$ cat src/rtl/bus_transfer_controller.sv
// Break-before-make move sequencer for the shared register-file bus.
// One request at a time: drive the source, then load the destination, then report completion.
module bus_transfer_controller #(
    parameter int NUM_REGS   = 8,
    parameter int DATA_WIDTH = 16
) (
    input  logic                  bus_clock,
    input  logic                  bus_reset_n,
    input  logic                  req_valid,
    output logic                  req_ready,
    input  logic [2:0]            req_src,
    input  logic [2:0]            req_dst,
    input  logic                  req_imm_en,
    input  logic [DATA_WIDTH-1:0] req_imm,
    output logic [NUM_REGS-1:0]   reg_out_en,
    output logic [NUM_REGS-1:0]   reg_in_en,
    output logic                  imm_out_en,
    output logic [DATA_WIDTH-1:0] bus_imm_data,
    input  logic [DATA_WIDTH-1:0] bus_data,
    output logic [DATA_WIDTH-1:0] bus_sample,
    output logic                  xfer_done,
    output logic                  xfer_err
);

    typedef enum logic [1:0] {IDLE, DRIVE, LATCH, DONE} state_t;

    localparam logic [3:0]          REG_LIMIT = 4'(NUM_REGS);
    localparam logic [NUM_REGS-1:0] ONE_HOT0  = NUM_REGS'(1);

    state_t              state, state_n;
    logic [2:0]          src_q, src_n, dst_q, dst_n;
    logic                imm_en_q, imm_en_n, err_q, err_n;
    logic                accept, req_err;
    logic [NUM_REGS-1:0] out_en_n, in_en_n;
    logic                imm_out_n, done_n, xfer_err_n;

    assign req_ready = (state == IDLE);

    assign req_err = ({1'b0, req_dst} >= REG_LIMIT) ||
                     (!req_imm_en && (({1'b0, req_src} >= REG_LIMIT) || (req_src == req_dst)));

    // NOTE: every signal gets a default before the case so no path leaves one unassigned (no latches).
    always_comb begin
        state_n    = state;
        src_n      = src_q;
        dst_n      = dst_q;
        imm_en_n   = imm_en_q;
        err_n      = err_q;
        accept     = 1'b0;
        out_en_n   = '0;
        in_en_n    = '0;
        imm_out_n  = 1'b0;
        done_n     = 1'b0;
        xfer_err_n = 1'b0;

        case (state)
            IDLE: begin
                if (req_valid) begin
                    accept   = 1'b1;
                    src_n    = req_src;
                    dst_n    = req_dst;
                    imm_en_n = req_imm_en;
                    err_n    = req_err;
                    state_n  = req_err ? DONE : DRIVE;
                end
            end
            DRIVE:   state_n = LATCH;
            LATCH:   state_n = DONE;
            DONE:    state_n = IDLE;
            default: state_n = IDLE;
        endcase

        // Enables are decoded from the state being entered so they leave a flop, not logic.
        if (state_n == DRIVE || state_n == LATCH) begin
            if (imm_en_n) imm_out_n = 1'b1;
            else          out_en_n  = ONE_HOT0 << src_n;
        end
        if (state_n == LATCH) in_en_n = ONE_HOT0 << dst_n;
        if (state_n == DONE) begin
            done_n     = 1'b1;
            xfer_err_n = err_n;
        end
    end

    // NOTE: state and outputs use non-blocking assignments; reset is synchronous and wins over a request.
    always_ff @(posedge bus_clock) begin
        if (!bus_reset_n) begin
            state        <= IDLE;
            src_q        <= '0;
            dst_q        <= '0;
            imm_en_q     <= 1'b0;
            err_q        <= 1'b0;
            reg_out_en   <= '0;
            reg_in_en    <= '0;
            imm_out_en   <= 1'b0;
            bus_imm_data <= '0;
            bus_sample   <= '0;
            xfer_done    <= 1'b0;
            xfer_err     <= 1'b0;
        end else begin
            state      <= state_n;
            src_q      <= src_n;
            dst_q      <= dst_n;
            imm_en_q   <= imm_en_n;
            err_q      <= err_n;
            reg_out_en <= out_en_n;
            reg_in_en  <= in_en_n;
            imm_out_en <= imm_out_n;
            xfer_done  <= done_n;
            xfer_err   <= xfer_err_n;
            if (accept)         bus_imm_data <= req_imm;
            if (state == LATCH) bus_sample   <= bus_data;
        end
    end

endmodule

$ cat config.mk
export PLATFORM = sky130hd
export DESIGN_NAME = bus_transfer_controller
export DESIGN_NICKNAME = d
export VERILOG_FILES = /design/src/rtl/bus_transfer_controller.sv
export SDC_FILE = /design/constraint.sdc
export NUM_CORES = 1
export LEC_CHECK = 0
export CAP_MARGIN = 20
export CORE_MARGIN = 10
export CORE_UTILIZATION = 40
export DETAILED_ROUTE_END_ITERATION = 6
export PLACE_DENSITY = 0.71
export SLEW_MARGIN = 30
export SYNTH_ARGS = -nofsm -noshare
export SYNTH_HDL_FRONTEND = slang
export SYNTH_SLANG_ARGS = --single-unit
$ cat constraint.sdc
create_clock -name bus_clock -period 2.37 [get_ports bus_clock]
set_input_delay 0.474 -clock bus_clock [delete_from_list [all_inputs] [get_ports bus_clock]]
set_output_delay 0.474 -clock bus_clock [all_outputs]
set_load 0.1 [all_outputs]
* Word-level counts from Yosys, hierarchy flattened
Cells that the tools add are included.
** Cells by class
- $add $sub $neg :: 0
- Multiply operators :: 0
- Div/mod/pow operators :: 0
- $lt $le $gt $ge :: 0
- Equal/unequal tests :: 7
- Shift-type cells :: 2
- Multiplexer cells :: 15
- Bitwise operators :: 2
- Reductions and logical operators :: 8
** Operators with widths (count)
- $shl A1 B3 Y8 const A :: 2
- $mux W3 :: 4
- $eq A2 B2 Y1 const B :: 4
- $mux W1 :: 8
- $pmux W2 S4 :: 1
- $reduce_and A2 Y1 :: 3
- $eq A2 B1 Y1 const B :: 2
- $mux W2 :: 2
- $eq A3 B3 Y1 :: 1
- $reduce_or A3 Y1 :: 1
- $logic_not A2 Y1 :: 1
- $not A1 Y1 :: 2
- $logic_and A1 B1 Y1 :: 1
- $logic_not A1 Y1 :: 1
- $logic_or A1 B1 Y1 :: 1
** Word-level totals
- Flip-flop bits (word level) :: 61
- Bits in latches :: 0
- Bits in writable memories :: 0
- Bits in read-only memories :: 0
- Bits of input ports :: 42
- Output and inout bits :: 52
- Word-level logic and storage cells :: 46
- Memories :: 0

* Depth between registers and ports, before layout
Gate-level depths: netlist (run 1).
- Word-level depth :: 9
- Gate-level depth with buffers :: 10
- Mapped depth without buffers :: 9

* Worst setup path after synthesis (run 1)
No wires, ideal clock.
- Path kind :: register to register
- From :: register state[0]
- To :: register reg_out_en[0]
- Setup time :: 78 ps
- Data arrival time :: 2621 ps
- Required time :: 2292 ps
- Path slack :: -329 ps
- Cell stages (with the launch flop) :: 11
- Buffers on the path :: 2
- Clock period less this slack :: 2699 ps
- Cell sequence :: dfxtp_1 inv_1 ha_1 buf_6 buf_4 nor3b_1 nor3_1 ha_1 nor2b_1 nand3_1 nor3_1
** On the way
- Cells in the longest elaborated chain, start to end :: 6
- Elaborated cells on any way between the ends :: 14
- Classes of those cells :: eq/ne (5); shift (1); mux (4); bitwise (1); reduce/logical (3)
** RTL lines
- from (decl) :: RTL line 30 : state_t state, state_n;
- from (signal assigned) :: RTL line 101 : state <= state_n;
- $logic_not A2 Y1 (*)
- named net req_ready :: RTL line 10 : output logic req_ready,
- $pmux W2 S4 (*) :: RTL line 56 : case (state)
- named net state_n[1] :: RTL line 30
- $eq A2 B1 Y1 or $eq A2 B2 Y1 (tied branches) :: RTL line 74 : if (state_n == DRIVE || state_n == LATCH) begin
- $logic_or A1 B1 Y1 (*) :: RTL line 74
- $not A1 Y1 (no source line) (*)
- $reduce_or A3 Y1 (no source line) (*)
- to (signal assigned) :: RTL line 106 : reg_out_en <= out_en_n;
- to (decl) :: RTL line 15 : output logic [NUM_REGS-1:0] reg_out_en,
Mark *: on every way through the listed nets, which the timed path passes. The rest lies on a longest branch.
A chain may end at the register's enable or synchronous reset.

* Worst setup path in the final report (run 1)
- From :: input req_src[2]
- To :: register reg_out_en[3]
** On the way
- Cells in the longest elaborated chain, start to end :: 9
- Elaborated cells on any way between the ends :: 13
- Classes of those cells :: eq/ne (3); shift (1); mux (5); bitwise (1); reduce/logical (3)
** RTL lines
- from (decl) :: RTL line 11 : input logic [2:0] req_src,
- $eq A3 B3 Y1 (*) :: RTL line 40 : (!req_imm_en && (({1'b0, req_src} >= REG_LIMIT) || (req_src == req_dst)));
- $logic_and A1 B1 Y1 (*) :: RTL line 40
- $mux W2 (*) :: RTL line 64 : state_n = req_err ? DONE : DRIVE;
- $mux W2 (*) :: RTL line 58 : if (req_valid) begin
- $pmux W2 S4 (*) :: RTL line 56
- named net state_n[1] :: RTL line 30
- $eq A2 B1 Y1 or $eq A2 B2 Y1 (tied branches) :: RTL line 74
- $logic_or A1 B1 Y1 (*) :: RTL line 74
- $not A1 Y1 (no source line) (*)
- $reduce_or A3 Y1 (no source line) (*)
Marks and branches as above.

==> reports/qor.yml, run 1 <==
outcome:
  status: "complete, no violations"
worst_setup_path:
  crit_path_start: "req_src[2]"
  crit_path_end_kind: "register"
  cp-start-kind: "primary input"
  rr_startpoint: "state[0]"
  cp_max_fo: 4
  arrival_ns: 2.43
  cp_data_required_time_ns: 2.62
  worstSetupPathType: "in2reg"
synthesis:
  syn_nets: 295
  avgSynthCellArea_um2: 9.763
  synth-edff-count: 0
  ys_warn_count: 0
  synthArstFlopShare_pct: 0
  ys_ff_latch: 61
  synth_cell_types: 40
  syn_inst: 249
  synthesis.area_um2: 2431
  synth_ff_type: "dfxtp_1"
  yosysSeqAreaShare_pct: 50.23
floorplanning:
  start_util_pct: 41.06
  die_width_um: 97.96
  io_pins: 94
  die_height_um: 97.96
  rows: 28
  core_um2: 5921
  design.die.area_um2: 9596
pwr:
  irDropWorstVdd_mv: 1.139
  powerDensity_nw_per_um2: 1342
  sw_frac_of_total_pct: 48.46
  power.net_switching_mw: 2.315
  power.share.sequential_pct: 27.5
  intPower_mw: 2.462
  p_total_mw: 4.777
  p_leak_nw: 1.476
  pwr-share-clk_pct: 18.5
  combPwrFrac_pct: 54.0
global_route:
  antenna_found_initial: 0
  grt_max_degree: 26
  first_global_vias: 2029
  grt_usage_pct: 13.03
  gr-total-overflow: 0
  grt_pass1_wl_mm: 10.20
place:
  dp_cells: 419
  gp_congestion: 0.7858
  io_buffer_count: 93
  placed_area_um2: 3357
  hpwl_mm: 4.788
clock_tree:
  cts_root_buf: "clkbuf_8"
  clkTransAtPathRegs_ns: 0.06
  htreeDepth: 3
  ctsResizeCount: 0
  cts_setup_buffers: 0
  cts_hold_buf: 0
  cts_buffer_depth: 2
  clock_latency_ns: 0.33
  cts_buffers: 9
  clkSinkCount: 61
  cts_tree: "done"
timing:
  fin_crit_sh_pct: 92.15
  clock.fmax_mhz: 457.9
  min_period_ns: 2.184
  hold_viol: 0
  tightest_slew_ns: 0.3769
  setup_viol: 0
  rsz0062_at_grt: "no"
  holdWs_ns: 0.4509
  relSlewSlack_pct: 74.82
  fin_setup_tns_ns: 0
  fin_skew_ns: 0.005842
  slew_viol_final: 0
route:
  dr.pass1.iters: 4
  finalWirelength_mm: 6.269
  remaining_drc_errors: 0
  routedWlPerCell_um: 14.51
  vias: 2059
  drtIter0Drc: 77
  via_per_inst: 4.766
  ant_nets: 0
worst_hold_path:
  hp-start: "bus_imm_data[14]"
  hp-class: "reg2reg"
layout:
  nFillCells: 531
  n_antenna_cell: 0
  final_area_um2: 3561
  final_cells: 432
  syn_to_final_growth_pct: 46.47
  drive_above_1_share_pct: 26.05
  finalNetCount: 401
flow_run:
  drv_cap: 0
==> worst max-delay path: stages <==
cell	delay [ns]
clkdlybuf4s50_1	0.51
xnor2_1	0.12
buf_4	0.13
a41oi_1	0.13
nor3_1	0.28
ha_1	0.29
nor2b_2	0.15
nand3_1	0.17
nor3_1	0.19
==> layout make-up <==
class | count | area [um2] | share of cell area [%]
multi-input cells | 167 | 1109 | 31.13
clock buffers | 11 | 151.4 | 4.252
clock inverters | 2 | 35.03 | 0.9838
flip-flops and latches | 61 | 1221 | 34.29
inverters | 6 | 22.52 | 0.6325
repair buffers | 110 | 928.4 | 26.07
well taps | 75 | 93.84 | 2.635
==> worst paths after layout <==
kind         cells after the start                to  slack (ns)
max                              9     reg_out_en[3]        0.19
min                              2  bus_imm_data[14]        0.45
max reg2reg                      9     reg_out_en[3]        0.35
min reg2reg                      2  bus_imm_data[14]        0.45
==> cell families after synthesis <==
kind of cell             count (synthesis)  share of synthesized area, %
AO/OA/AOI/OAI                           40                         12.20
XOR/XNOR                                 3                         1.081
adder cells (fa/ha/maj)                  4                         2.059
buffers and inverters                   21                         5.403
flip-flops                              61                         50.23
AND/OR/NAND/NOR                        104                         22.44
multiplexers                            16                         6.588
==> synthesized netlist by cell type, types with 2 or more instances <==
cell | n | area (um2)
dfxtp_1 | 61 | 1221
nand2_1 | 42 | 157.7
nor2b_1 | 20 | 125.1
a21boi_0 | 18 | 135.1
mux2i_1 | 16 | 160.2
nor2_1 | 15 | 56.30
a21boi_1 | 6 | 45.04
inv_1 | 6 | 22.52
buf_6 | 5 | 56.30
a31oi_1 | 4 | 25.02
and2_1 | 4 | 25.02
clkbuf_1 | 4 | 15.01
ha_1 | 4 | 50.05
nor3_1 | 4 | 20.02
buf_2 | 3 | 15.01
buf_4 | 3 | 22.52
xnor2_1 | 3 | 26.28
a211oi_1 | 2 | 15.01
a21oi_1 | 2 | 10.01
and3_4 | 2 | 22.52
and4_1 | 2 | 17.52
and4b_1 | 2 | 20.02
nand3_1 | 2 | 10.01
nand4b_1 | 2 | 17.52
o31a_1 | 2 | 17.52
==> layer usage <==
layer	track usage (%)	wire length [um]	share of wire (%)	vias up
met5	0	0	0	-
met4	5.928	73	1.2	0
met3	5.779	418	6.7	6
met2	19.64	2914	46	76
met1	15.55	2863	46	935
li1	-	-	-	1042
==> registers in the layout (all words and copies together), names as in the netlist <==
name	flops
bus_sample	16
xfer_done	1
reg_in_en	8
reg_out_en	8
imm_out_en	1
imm_en_q	1
state	2
bus_imm_data	16
err_q	1
xfer_err	1
dst_q	3
src_q	3
==> power by group through the flow <==
stage	Sequential [mW]	Clock [mW]	Combinational [mW]
after floorplan	2.43	0	0.958
after global placement	1.33	0	2.56
after detailed placement	1.34	0	2.59
after CTS	1.32	0.916	2.59
after global routing	1.34	0.965	2.74
final	1.32	0.883	2.58
==> cells in the final DEF (no fill, tap or decap), drive strengths merged, types with 4 or more instances in the layout <==
cell            n
a21boi         24
a31oi           4
and2            4
buf            69
clkbuf         11
clkdlybuf4s50  41
dfxtp          61
ha              4
inv             6
mux2i          16
nand2          43
nor2           15
nor2b          20
nor3            5
==> through the flow <==
| step | setup WS, ns | utilization (%) |
|---|---|---|
| finish | 0.1860 | 60.14 |
| global route | 0.05120 | 60.14 |
| CTS | 0.07867 | 59.85 |
| detailed placement | -0.2644 | 56.70 |
| global placement | -0.1691 | 56.70 |
| floorplan | 0.1778 | - |
No activity file was read; power rests on OpenSTA's default activity.
==> run 2: changes to the inputs <==
ABC_AREA = 1   (was not set)
PLACE_DENSITY = 0.73   (was 0.71)
==> reports/qor.yml, run 2 <==
timing:
  hold_viol: 0  # unchanged
  relSlewSlack_pct: 67.43  # -7.4 points
  fin_skew_ns: 0.009272  # +0.003429 ns
  slew_viol_final: 0  # unchanged
  setup_viol: 0  # unchanged
  min_period_ns: 1.946  # -0.2376 ns
  clock.fmax_mhz: 513.8  # +12%
  fin_crit_sh_pct: 82.13  # -10 points
  fin_setup_tns_ns: 0  # unchanged
  tightest_slew_ns: 0.4880  # +0.1111 ns
  rsz0062_at_grt: "no"
worst_setup_path:
  cp-start-kind: "primary input"
  cp_data_required_time_ns: 2.64  # +0.02 ns
  crit_path_end_kind: "register"
  arrival_ns: 2.21  # -0.22 ns
  worstSetupPathType: "in2reg"
  cp_max_fo: 4  # unchanged
outcome:
  status: "complete, no violations"
synthesis:
  yosysSeqAreaShare_pct: 55.96  # +5.7 points
  synth_top_cells_by_area: "dfxtp_1 56%, nor2_1 17%, o21ai_0 7.8%"
  synth-edff-count: 0  # unchanged
  synth_xor_area_share_pct: 0  # -1.1 points
  ys_warn_count: 0  # unchanged
  synth_top_family_by_area: "simple AND/OR/NAND/NOR gates"
  yosys.area_share.simple_pct: 23.97  # +1.5 points
  syn_nets: 316  # +7.1%
  synth_ff_type: "dfxtp_1"
  synth.area.mux_share_pct: 0  # -6.6 points
  ys_ff_latch: 61  # unchanged
  synthArstFlopShare_pct: 0  # unchanged
  synth-compound-area-share_pct: 10.55  # -1.6 points
  synth_fa_ha_area_share_pct: 2.294  # +0.23 points
  synthesis.area_um2: 2182  # -10%
  post-synth-top-area-fraction_pct: 55.96  # +5.7 points
  synthTopCellsByCount: "96 x nor2_1, 61 x dfxtp_1, 34 x o21ai_0"
  syn_inst: 270  # +8.4%
  synth.most_common_cell: "nor2_1"
  avgSynthCellArea_um2: 8.082  # -17%
  synth_cell_types: 22  # -45%
  yosysTopAreaCell: "dfxtp_1"
global_route:
  first_global_vias: 1980  # -2.4%
  use_met1_pct: 16.01  # +0.46 points
  top_usage_layer: "met2"
  antenna_found_initial: 0  # unchanged
  grt_usage_pct: 13.75  # +0.72 points
  grtUsageMet3_pct: 3.677  # -2.1 points
  grt_max_degree: 32  # +23%
  gr-total-overflow: 0  # unchanged
  use_met2_pct: 22.18  # +2.5 points
  grt_pass1_wl_mm: 9.542  # -6.4%
clock_tree:
  cts_buffers: 9  # unchanged
  cts_tree: "done"
  clock_latency_ns: 0.34  # about the same
  cts_hold_buf: 0  # unchanged
  cts_buffer_depth: 2  # unchanged
  ctsResizeCount: 0  # unchanged
  cts_root_buf: "clkbuf_8"
  clkTransAtPathRegs_ns: 0.08  # +0.02 ns
  htreeDepth: 3  # unchanged
  clkSinkCount: 61  # unchanged
  cts_setup_buffers: 0  # unchanged
floorplanning:
  io_pins: 94  # unchanged
  rows: 26  # -7.1%
  die_width_um: 93.86  # -4.2%
  core_um2: 5205  # -12%
  design.die.area_um2: 8810  # -8.2%
  die_height_um: 93.86  # -4.2%
  start_util_pct: 41.92  # +0.86 points
route:
  ant_nets: 0  # unchanged
  via_per_inst: 4.463  # -6.4%
  routedWlPerCell_um: 13.57  # -6.5%
  remaining_drc_errors: 0  # unchanged
  drtIter0Drc: 96  # +25%
  dr.pass1.iters: 4  # unchanged
  vias: 1977  # -4.0%
  finalWirelength_mm: 6.012  # -4.1%
layout:
  drive_above_1_share_pct: 21.98  # -4.1 points
  finalNetCount: 414  # +3.2%
  final_common_cell: "nor2_1"
  n_antenna_cell: 0  # unchanged
  syn_to_final_growth_pct: 50.52
  largest_registers: "bus_imm_data: 16 flops, bus_sample: 16 flops"
  final_cell_mix: "96 x nor2_1, 61 x dfxtp_1, 56 x buf_4"
flow_run:
  drv_cap: 0  # unchanged
place:
  gp_congestion: 0.7496  # -4.6%
  hpwl_mm: 4.457  # -6.9%
  io_buffer_count: 93  # unchanged
worst_hold_path:
  hp-class: "reg2reg"
run 2: changes by cell type after synthesis, moves of 4 or more:
cell,change
a21boi_1,-6
a31oi_1,-4
a21boi_0,-18
and2_1,-4
nor2_1,+81
mux2i_1,-16
inv_1,+16
nor2b_1,-20
nand2_1,-13
buf_6,-4
o21ai_0,+34
run 2: stage by stage:
stage | utilization [%] | cell area [um2] | setup WS, ns | hold slack, ns | cells
after floorplan | - | 2185 | 0.1302 | 0.4862 | 270
after global placement | 58.34 | 3037 | 0.1857 | 0.4639 | 427
after detailed placement | 58.34 | 3037 | 0.1126 | 0.4725 | 427
after CTS | 63.10 | 3284 | 0.4548 | 0.4899 | 443
after global routing | 63.10 | 3284 | 0.2418 | 0.5092 | 443
final | 63.10 | 3284 | 0.4236 | 0.4825 | 443
run 2: per-layer routing:
layer	wire [um]	vias to the layer above
met2	2806	59
met3	332	10
met1	2748	874
met4	124	0
met5	0	-
li1	-	1034
run 2: layout make-up:
class	instances	area [um2]
Inverter	23	91.34
Clock buffer	9	123.9
Clock inverter	7	123.9
Timing Repair Buffer	97	830.8
Multi-Input combinational cell	176	805.8
Fill cell	495	1921
Tap cell	70	87.58
Sequential cell	61	1221
run 2: critical path, stage by stage:
cell and delay [ns]:
clkdlybuf4s50_1 0.48, inv_1 0.07, nand2_1 0.06, nand2_1 0.05
nor2_1 0.11, nand2_1 0.06, nand2_1 0.07, nand2_1 0.07
inv_1 0.08, ha_1 0.24, nor2_1 0.20, nand3b_2 0.14
nor2_1 0.10
run 2: kinds of logic after synthesis:
| family | after synthesis |
|---|---|
| adders and majority gates | 4 |
| AOI/OAI and AO/OA | 41 |
| buffers and inverters | 33 |
| and+or+nand+nor | 131 |
| DFF | 61 |
run 2: worst paths after layout:
check                         from          endpoint  slack [ns]  cells after the start
setup / recovery        req_dst[0]     reg_out_en[4]        0.42                     13
hold / removal    bus_imm_data[12]  bus_imm_data[12]        0.48                      2
setup reg to reg          state[0]     reg_out_en[4]        0.54                     11
hold reg to reg   bus_imm_data[12]  bus_imm_data[12]        0.48                      2
Power of run 2 is left out: the tool's default activity adds up to more than one toggle a clock period on the data nets, which glitch-free logic cannot reach.
